$ cat config.mk
export PLATFORM = sky130hd
export DESIGN_NAME = control_unit
export DESIGN_NICKNAME = d
export VERILOG_FILES = /design/src/rtl/control_unit_pkg.sv /design/src/rtl/control_unit_decode.sv /design/src/rtl/control_unit.sv
export SDC_FILE = /design/constraint.sdc
export NUM_CORES = 1
export LEC_CHECK = 0
export ABC_CLOCK_PERIOD_IN_PS = 2150
export CORE_ASPECT_RATIO = 0.8
export CORE_MARGIN = 2
export CORE_UTILIZATION = 40
export DETAILED_ROUTE_END_ITERATION = 10
export PLACE_DENSITY = 0.73
export SYNTH_ARGS = -nofsm -noshare
export SYNTH_HDL_FRONTEND = slang
export SYNTH_SLANG_ARGS = --single-unit
$ cat constraint.sdc
create_clock -name i_clk -period 2.15 [get_ports i_clk]
set_input_delay 0.3225 -clock i_clk [delete_from_list [all_inputs] [get_ports i_clk]]
set_output_delay 0.3225 -clock i_clk [all_outputs]
set_load 0.005 [all_outputs]
$ cat src/rtl/control_unit_pkg.sv
// Shared definitions for the toy-processor control unit: opcodes, ALU function codes,
// sequencer states, instruction field positions and the decoded control bundle.
package control_unit_pkg;

    localparam int INSTR_W  = 16;
    localparam int IR_OP_HI = 15;
    localparam int IR_OP_LO = 12;
    localparam int IR_DR_HI = 11;
    localparam int IR_DR_LO = 9;
    localparam int IR_SA_HI = 8;
    localparam int IR_SA_LO = 6;
    localparam int IR_SB_HI = 5;
    localparam int IR_SB_LO = 3;
    localparam int IMM_W    = 6;

    typedef enum logic [3:0] {
        OP_NOP  = 4'h0, OP_ADD  = 4'h1, OP_SUB  = 4'h2, OP_AND  = 4'h3,
        OP_OR   = 4'h4, OP_XOR  = 4'h5, OP_SLL  = 4'h6, OP_SRL  = 4'h7,
        OP_ADDI = 4'h8, OP_LW   = 4'h9, OP_SW   = 4'hA, OP_BEQ  = 4'hB,
        OP_BNE  = 4'hC, OP_JMP  = 4'hD, OP_MOV  = 4'hE, OP_HALT = 4'hF
    } opcode_e;

    typedef enum logic [2:0] {
        FS_ADD = 3'd0, FS_SUB = 3'd1, FS_AND = 3'd2, FS_OR    = 3'd3,
        FS_XOR = 3'd4, FS_SLL = 3'd5, FS_SRL = 3'd6, FS_PASSA = 3'd7
    } fs_e;

    typedef enum logic [2:0] {
        ST_FETCH     = 3'd0,
        ST_DECODE    = 3'd1,
        ST_EXECUTE   = 3'd2,
        ST_MEM       = 3'd3,
        ST_WRITEBACK = 3'd4,
        ST_HALT      = 3'd5
    } state_e;

    typedef struct packed {
        fs_e  fs;
        logic mb;
        logic md;
        logic wb_en;
        logic is_mem;
        logic is_br;
        logic is_jmp;
        logic is_halt;
    } ctrl_t;

    // BEQ branches on equal (Z=1), BNE on not-equal (Z=0); SA-SB drives Z.
    function automatic logic branch_taken(input opcode_e op, input logic z);
        return ((op == OP_BEQ) && z) || ((op == OP_BNE) && !z);
    endfunction

endpackage

$ cat src/rtl/control_unit_decode.sv
// Combinational instruction decoder: IR -> ALU function, operand/writeback sources
// and instruction-class flags used by the sequencer.
module control_unit_decode
    import control_unit_pkg::*;
(
    input  logic [INSTR_W-1:0] i_ir,
    output ctrl_t              o_ctrl
);

    opcode_e w_op;

    assign w_op = opcode_e'(i_ir[IR_OP_HI:IR_OP_LO]);

    always_comb begin
        o_ctrl = '0;
        case (w_op)
            OP_ADD:  begin o_ctrl.fs = FS_ADD; o_ctrl.wb_en = 1'b1; end
            OP_SUB:  begin o_ctrl.fs = FS_SUB; o_ctrl.wb_en = 1'b1; end
            OP_AND:  begin o_ctrl.fs = FS_AND; o_ctrl.wb_en = 1'b1; end
            OP_OR:   begin o_ctrl.fs = FS_OR;  o_ctrl.wb_en = 1'b1; end
            OP_XOR:  begin o_ctrl.fs = FS_XOR; o_ctrl.wb_en = 1'b1; end
            OP_SLL:  begin o_ctrl.fs = FS_SLL; o_ctrl.wb_en = 1'b1; end
            OP_SRL:  begin o_ctrl.fs = FS_SRL; o_ctrl.wb_en = 1'b1; end
            OP_ADDI: begin o_ctrl.fs = FS_ADD; o_ctrl.mb = 1'b1; o_ctrl.wb_en = 1'b1; end
            // Loads and stores use the ALU to form SA+imm as the memory address.
            OP_LW: begin
                o_ctrl.fs     = FS_ADD;
                o_ctrl.mb     = 1'b1;
                o_ctrl.md     = 1'b1;
                o_ctrl.wb_en  = 1'b1;
                o_ctrl.is_mem = 1'b1;
            end
            OP_SW:   begin o_ctrl.fs = FS_ADD; o_ctrl.mb = 1'b1; o_ctrl.is_mem = 1'b1; end
            OP_BEQ,
            OP_BNE:  begin o_ctrl.fs = FS_SUB; o_ctrl.is_br = 1'b1; end
            OP_JMP:  begin o_ctrl.fs = FS_PASSA; o_ctrl.is_jmp = 1'b1; end
            OP_MOV:  begin o_ctrl.fs = FS_PASSA; o_ctrl.wb_en = 1'b1; end
            OP_HALT: o_ctrl.is_halt = 1'b1;
            default: ;
        endcase
    end

endmodule

$ cat src/rtl/control_unit.sv
// Multi-cycle sequencer for the toy processor: holds PC and IR, steps
// FETCH/DECODE/EXECUTE/[MEM]/WRITEBACK and drives register file, ALU and memory controls.
module control_unit
    import control_unit_pkg::*;
#(
    parameter int              PC_W     = 8,
    parameter int              DATA_W   = 8,
    parameter logic [PC_W-1:0] RESET_PC = '0
) (
    input  logic               i_clk,
    input  logic               i_reset,
    input  logic [INSTR_W-1:0] i_instr,
    input  logic               i_z,
    input  logic [DATA_W-1:0]  i_data_a,
    input  logic               i_mem_ready,
    output logic [PC_W-1:0]    o_pc,
    output logic [2:0]         o_sa,
    output logic [2:0]         o_sb,
    output logic [2:0]         o_dr,
    output logic               o_ld,
    output logic [2:0]         o_fs,
    output logic               o_mb,
    output logic [DATA_W-1:0]  o_imm,
    output logic               o_md,
    output logic               o_mw,
    output logic               o_mr,
    output logic               o_halted
);

    state_e             r_state;
    state_e             w_state_next;
    logic [PC_W-1:0]    r_pc;
    logic [PC_W-1:0]    w_pc_next;
    logic [INSTR_W-1:0] r_ir;
    ctrl_t              w_ctrl;
    opcode_e            w_op;
    logic [PC_W-1:0]    w_pc_inc;
    logic [PC_W-1:0]    w_pc_br;

    control_unit_decode u_decode (
        .i_ir   (r_ir),
        .o_ctrl (w_ctrl)
    );

    assign w_op     = opcode_e'(r_ir[IR_OP_HI:IR_OP_LO]);
    assign w_pc_inc = r_pc + PC_W'(1);
    assign w_pc_br  = w_pc_inc + {{(PC_W-IMM_W){r_ir[IMM_W-1]}}, r_ir[IMM_W-1:0]};

    always_ff @(posedge i_clk) begin
        if (i_reset) begin
            r_state <= ST_FETCH;
            r_pc    <= RESET_PC;
            r_ir    <= '0;
        end else begin
            r_state <= w_state_next;
            r_pc    <= w_pc_next;
            if (r_state == ST_FETCH) begin
                r_ir <= i_instr;
            end
        end
    end

    // PC moves only on the edge that retires the instruction.
    always_comb begin
        w_state_next = r_state;
        w_pc_next    = r_pc;
        case (r_state)
            ST_FETCH:  w_state_next = ST_DECODE;
            ST_DECODE: w_state_next = ST_EXECUTE;
            ST_EXECUTE: begin
                if (w_ctrl.is_halt) begin
                    w_state_next = ST_HALT;
                end else if (w_ctrl.is_mem) begin
                    w_state_next = ST_MEM;
                end else if (w_ctrl.wb_en) begin
                    w_state_next = ST_WRITEBACK;
                end else begin
                    w_state_next = ST_FETCH;
                    if (w_ctrl.is_jmp) begin
                        w_pc_next = i_data_a[PC_W-1:0];
                    end else if (w_ctrl.is_br && branch_taken(w_op, i_z)) begin
                        w_pc_next = w_pc_br;
                    end else begin
                        w_pc_next = w_pc_inc;
                    end
                end
            end
            ST_MEM: begin
                if (i_mem_ready) begin
                    if (w_ctrl.wb_en) begin
                        w_state_next = ST_WRITEBACK;
                    end else begin
                        w_state_next = ST_FETCH;
                        w_pc_next    = w_pc_inc;
                    end
                end
            end
            ST_WRITEBACK: begin
                w_state_next = ST_FETCH;
                w_pc_next    = w_pc_inc;
            end
            ST_HALT: w_state_next = ST_HALT;
            default: w_state_next = ST_FETCH;
        endcase
    end

    assign o_pc     = r_pc;
    assign o_sa     = r_ir[IR_SA_HI:IR_SA_LO];
    assign o_sb     = r_ir[IR_SB_HI:IR_SB_LO];
    assign o_dr     = r_ir[IR_DR_HI:IR_DR_LO];
    assign o_fs     = w_ctrl.fs;
    assign o_mb     = w_ctrl.mb;
    assign o_md     = w_ctrl.md;
    assign o_imm    = {{(DATA_W-IMM_W){r_ir[IMM_W-1]}}, r_ir[IMM_W-1:0]};
    assign o_ld     = (r_state == ST_WRITEBACK);
    assign o_mr     = (r_state == ST_MEM) && (w_op == OP_LW);
    assign o_mw     = (r_state == ST_MEM) && (w_op == OP_SW);
    assign o_halted = (r_state == ST_HALT);

endmodule

# After elaboration in Yosys (flattened, before gate mapping)
# Index checks and enable logic that the tools add are counted.
[totals]
ff_bits = 27
input_bits = 28
out_inout_bits = 34
wordCells = 67
[classes]
n_addsub = 2
n_eq_ne = 25
n_mux = 21
reduce_logical = 16
[op_table]
columns = ["cell", "n"]
rows = [
  ["2-to-1 mux 8 bit", 7],
  ["equality test 4 bit (second input constant)", 8],
  ["one-hot mux 8 bit (3 select lines)", 1],
  ["one-hot mux 3 bit (7 select lines)", 1],
  ["equality test 4 x 3 -> 1 bit (second input constant)", 4],
  ["one-hot mux 3 bit (5 select lines)", 1],
  ["2-to-1 mux 3 bit", 4],
  ["inequality test 2 bit (second input constant)", 5],
  ["OR reduction 10 bit", 1],
  ["adder 8 x 1 -> 8 bit (second input constant)", 1],
  ["adder 8 bit", 1],
  ["equality test 4 x 2 -> 1 bit (second input constant)", 2],
  ["2-to-1 mux 1 bit", 7],
  ["equality test 3 x 2 -> 1 bit (second input constant)", 2],
  ["equality test 3 bit (second input constant)", 2],
  ["AND reduction 6 bit", 1],
  ["OR reduction 2 bit", 3],
  ["OR reduction 3 bit", 2],
  ["logical AND 1 bit", 5],
  ["equality test 4 x 1 -> 1 bit (second input constant)", 1],
  ["equality test 3 x 1 -> 1 bit (second input constant)", 1],
  ["zero test 3 bit", 1],
  ["nonzero test 3 bit", 1],
  ["zero test 1 bit", 1],
  ["logical OR 1 bit", 1],
]

# Depth between registers and ports, before layout
[logic_depth]
depth_word = 10
ltp_mapped = 11
depth_no_buf = 11

# By module
# A second synthesis with hierarchy kept.
[hier_totals]
cells_unflattened = 273
area_unflattened_um2 = 2003.2
[by_module_without_submodules]
columns = ["mod", "n_inst", "cells_per_inst", "area_each_um2", "seq_area_each_um2"]
rows = [
  ["control_unit", 1, 241, 1810.5, 540.5],
  ["control_unit_decode", 1, 32, 192.7, 0.0],
]

# Worst setup path after synthesis
# No wires, ideal clock.
[synth_timing]
path_kind = "flip-flop to flip-flop"
from = "register r_pc[0], in the netlist o_pc[0]"
to = "register r_pc[7], in the netlist o_pc[7]"
setup_ps = 96
t_arrival_ps = 2211
required_ps = 2054
setup_slack_ps = -157
stages_incl_launch_ff = 11
n_path_buf = 0
period_less_slack_ps = 2307
path_cell_list = "dfxtp_1 -> ha_1 -> nand3_1 -> xnor2_1 -> ha_1 -> nand3_1 -> o211ai_1 -> o41ai_2 -> xnor2_1 -> and3_1 -> o41ai_2"
[synth_via]
elab_chain_len = 8
elab_cells_between_ends = 10
cone_classes = "2 x add/sub; 8 x mux"
[synth_lines]
columns = ["item", "line_no", "rtl"]
rows = [
  ["start, declared", "control_unit.sv:32", "logic [PC_W-1:0] r_pc;"],
  ["start signal, assigned", "control_unit.sv:56", "r_pc <= w_pc_next;"],
  ["adder 8 x 1 -> 8 bit *", "control_unit.sv:46", "assign w_pc_inc = r_pc + PC_W'(1);"],
  ["adder 8 bit", "control_unit.sv:47", "assign w_pc_br = w_pc_inc + {{(PC_W-IMM_W){r_ir[IMM_W-1]}}, r_ir[IMM_W-1:0]};"],
  ["2-to-1 mux 8 bit", "control_unit.sv:81", "end else if (w_ctrl.is_br && branch_taken(w_op, i_z)) begin"],
  ["2-to-1 mux 8 bit", "control_unit.sv:79", "if (w_ctrl.is_jmp) begin"],
  ["2-to-1 mux 8 bit", "control_unit.sv:75", "end else if (w_ctrl.wb_en) begin"],
  ["2-to-1 mux 8 bit", "control_unit.sv:73", "end else if (w_ctrl.is_mem) begin"],
  ["2-to-1 mux 8 bit", "control_unit.sv:71", "if (w_ctrl.is_halt) begin"],
  ["one-hot mux 8 bit (3 select lines) *", "control_unit.sv:67", "case (r_state)"],
]
# Every way passes the cells marked *; elsewhere a longest branch is shown, timed or not. The select of a mux whose other input is x is not followed.
# A chain may end at the register's enable or synchronous reset.

# Worst setup path in the final report
[layout_timing]
from = "register r_pc[2], in the netlist o_pc[2]"
to = "register r_pc[7], in the netlist o_pc[7]"
# Same word-level chain as after synthesis.

==> results.yml <==
yosys:
  avgSynthCellArea_um2: 7.59
  post-synth-top-area-fraction: 0.267
  synth-edff-count: 0
  yosysMostFrequentCell: "nand2_1"
  syn_inst: 267
  ys_seq_area_frac: 0.267
  syn-num-nets: 305
  synth_common_cells: "nand2_1, a21oi_1, dfxtp_1"
  synth_cell_types: 51
  ys_warn_count: 0
  synth_top_area_cell: "dfxtp_1"
  yosys_most_used_dff: "dfxtp_1"
  ys_async_sr_fraction: 0
  synth_seq_cells: 27
  syn_area_um2: 2030
  ys_top_cells_by_area: "dfxtp_1, nand2_1, a21oi_1, buf_4, ha_1"
worst_setup_path:
  crit_chain: "nand3_1, nor2_1, xor2_2, ha_1, nor3_1, nor2_1, o41ai_2, xnor2_1, nor3_2, o41ai_2"
  worstSetupPathType: "reg -> reg"
  cp_slowest_cell: "dfxtp_2"
  critPathRequiredTime_ns: 2.36
  crit_buf_inv: 0
  crit_path_end_kind: "flop"
  cp-start-kind: "flop"
  crit_family: "simple AND/OR/NAND/NOR gates"
  critPathMaxFanout: 6
  crit_arrival_ns: 2.46
  slowest_delay_ns: 0.45
clock_tree:
  htreeDepth: 1
  cts_buffers: 3
  cts_buffer_depth: 2
  ctsRootBufferMaster: "clkbuf_8"
  cts.hold.buffers_added: 0
  clk_pin_slew_ns: 0.11
  worstSkewPairLatency_ns: 0.29
  cts_tree: "yes"
  cts.sinks: 27
pwr:
  p_leak_nw: 1.10
  power_mw: 1.46
  ir_drop_mv: 0.330
  p_per_area_nw_per_um2: 508
timing:
  holdWs_ns: 0.460
  setup_violations: 2
  hold_viol: 0
  period_minus_slack_ns: 2.25
  skew_ns: 0.00726
  maxSlewViolCount: 0
  fmax_mhz: 444
  tightest_slew_ns: 0.927
  relSlewSlack: 0.379
  setup_ws_ns: -0.101
  setup-tns-final_ns: -0.115
  final.period_utilization: 1.05
  rsz0062_at_grt: "true"
global_route:
  grt_overflow_total: 0
  grt_use_met1: 0.256
  grt_pass1_vias: 1757
  grt_usage: 0.186
  grt_max_degree: 27
  grt_pass1_wl_um: 8480
  antenna_found_initial: 0
  use_met2: 0.293
  grt.met3_usage: 0.0526
  top_usage_layer: "met2"
min_path:
  hold_class: "reg -> reg"
floorplanning:
  rows: 23
  die_area_um2: 5650
  core-area_um2: 4950
  die-width_um: 83.6
  initial_utilization: 0.409
  ioPinCount: 62
  die-height_um: 67.7
finish:
  layout.nets: 359
  fillCellCount: 444
  syn_to_final_growth_pct: 41.8
  drive_above_1_share: 0.197
  fin_area_um2: 2870
  post-route-util: 0.580
  diodes: 0
placed_design:
  gp_congestion: 0.811
  numPortBuffers: 61
  dp_hpwl_um: 3840
  dpl_cell_area_um2: 2670
routing:
  drtIter0Drc: 90
  vias: 1971
  wl_per_cell_um: 13.8
  drt-pass1-iter-count: 4
  ant_nets: 0
  routed_wl_um: 5270
  vias_per_cell: 5.16
  drc_errors: 0
job:
  max_cap_viol_count: 0
outcome:
  status: "finished, violations left"
  failed_checks: "setup timing"
[per-layer routing]
layer | routed length (um) | share of wire
met5 | 0 | 0
met4 | 39 | 0.0074
met3 | 380 | 0.072
met2 | 2330 | 0.44
met1 | 2510 | 0.48
[registers in the layout, summed over array words and instances, names as in the netlist]
register and count:
r_ir 16, r_state 3, o_pc 8
[worst paths after layout]
kind,from,to,slack [ns],cells after the start
setup / recovery,o_pc[2],o_pc[7],-0.10,10
hold / removal,r_ir[7],r_ir[7],0.46,2
setup reg to reg,o_pc[2],o_pc[7],-0.10,10
hold reg to reg,r_ir[7],r_ir[7],0.46,2
[final cells by class]
| cell class | instances | area (um^2) | share of cell area |
|---|---|---|---|
| Clock buffer | 3 | 41.3 | 0.0144 |
| Clock inverter | 1 | 8.76 | 0.00305 |
| Inverter | 7 | 26.3 | 0.00915 |
| Multi-Input combinational cell | 201 | 1400 | 0.487 |
| Sequential cell | 27 | 559 | 0.195 |
| Tap cell | 62 | 77.6 | 0.0270 |
| Timing Repair Buffer | 81 | 761 | 0.265 |
[repair_timing]
action | 4_1_cts | 5_1_grt
setup buffers | 0 | 1
hold endpoints to repair | 0 | 0
endpoints found under the setup margin | 7 | 12
resized for setup | 7 | 24
pin swaps | 1 | 18
[cells by family (layout without fill, tap and decap cells)]
family / Yosys count / count (layout) / synth area share
muxes: 3 / 3 / 0.0148
xor gates and xnor gates: 14 / 14 / 0.0605
buffers and inverters: 39 / 92 / 0.119
DFF: 27 / 27 / 0.267
and+or+nand+nor: 103 / 103 / 0.247
AOI/OAI and AO/OA: 71 / 71 / 0.226
adders and majority gates: 10 / 10 / 0.0655
[where the power goes]
part	switching (mW)	internal, mW
logic	0.234	0.277
registers	0.0758	0.546
clock network	0.190	0.137
[layout by cell type (no fill, tap or decap), types with 2 or more instances in the layout]
| cell type | count |
|---|---|
| clkdlybuf4s50_1 | 61 |
| a21oi_1 | 29 |
| a211o_1 | 2 |
| ha_1 | 5 |
| nand2b_1 | 4 |
| o22ai_1 | 2 |
| xnor2_1 | 4 |
| mux2i_1 | 3 |
| xor2_1 | 7 |
| and3_1 | 4 |
| nor2_1 | 16 |
| o21a_1 | 2 |
| o41ai_2 | 2 |
| dfxtp_1 | 18 |
| o211ai_1 | 5 |
| clkbuf_8 | 3 |
| dfxtp_2 | 6 |
| a21oi_2 | 4 |
| nand3_2 | 3 |
| o21ai_1 | 2 |
| dfxtp_4 | 3 |
| ha_4 | 3 |
| nand2_1 | 53 |
| xnor2_4 | 2 |
| buf_4 | 20 |
| inv_1 | 7 |
| a21o_1 | 2 |
| nand3_1 | 5 |
| o21bai_1 | 2 |
| nor3_2 | 3 |
| o21ai_0 | 8 |
| nand3_4 | 2 |
| a211oi_1 | 2 |
[tightest hold or removal path: stages (launching register included)]
cell     delay (ns)
dfxtp_1        0.32
nand2_1        0.05
a21oi_1        0.05
[stage by stage]
stage,setup slack [ns],instances
2_1_floorplan,-0.0423,267
3_3_place_gp,-0.0588,377
3_5_place_dp,-0.115,377
4_1_cts,-0.114,381
5_1_grt,-0.223,382
6_report,-0.101,382
Power figures use the tool's default switching activity.
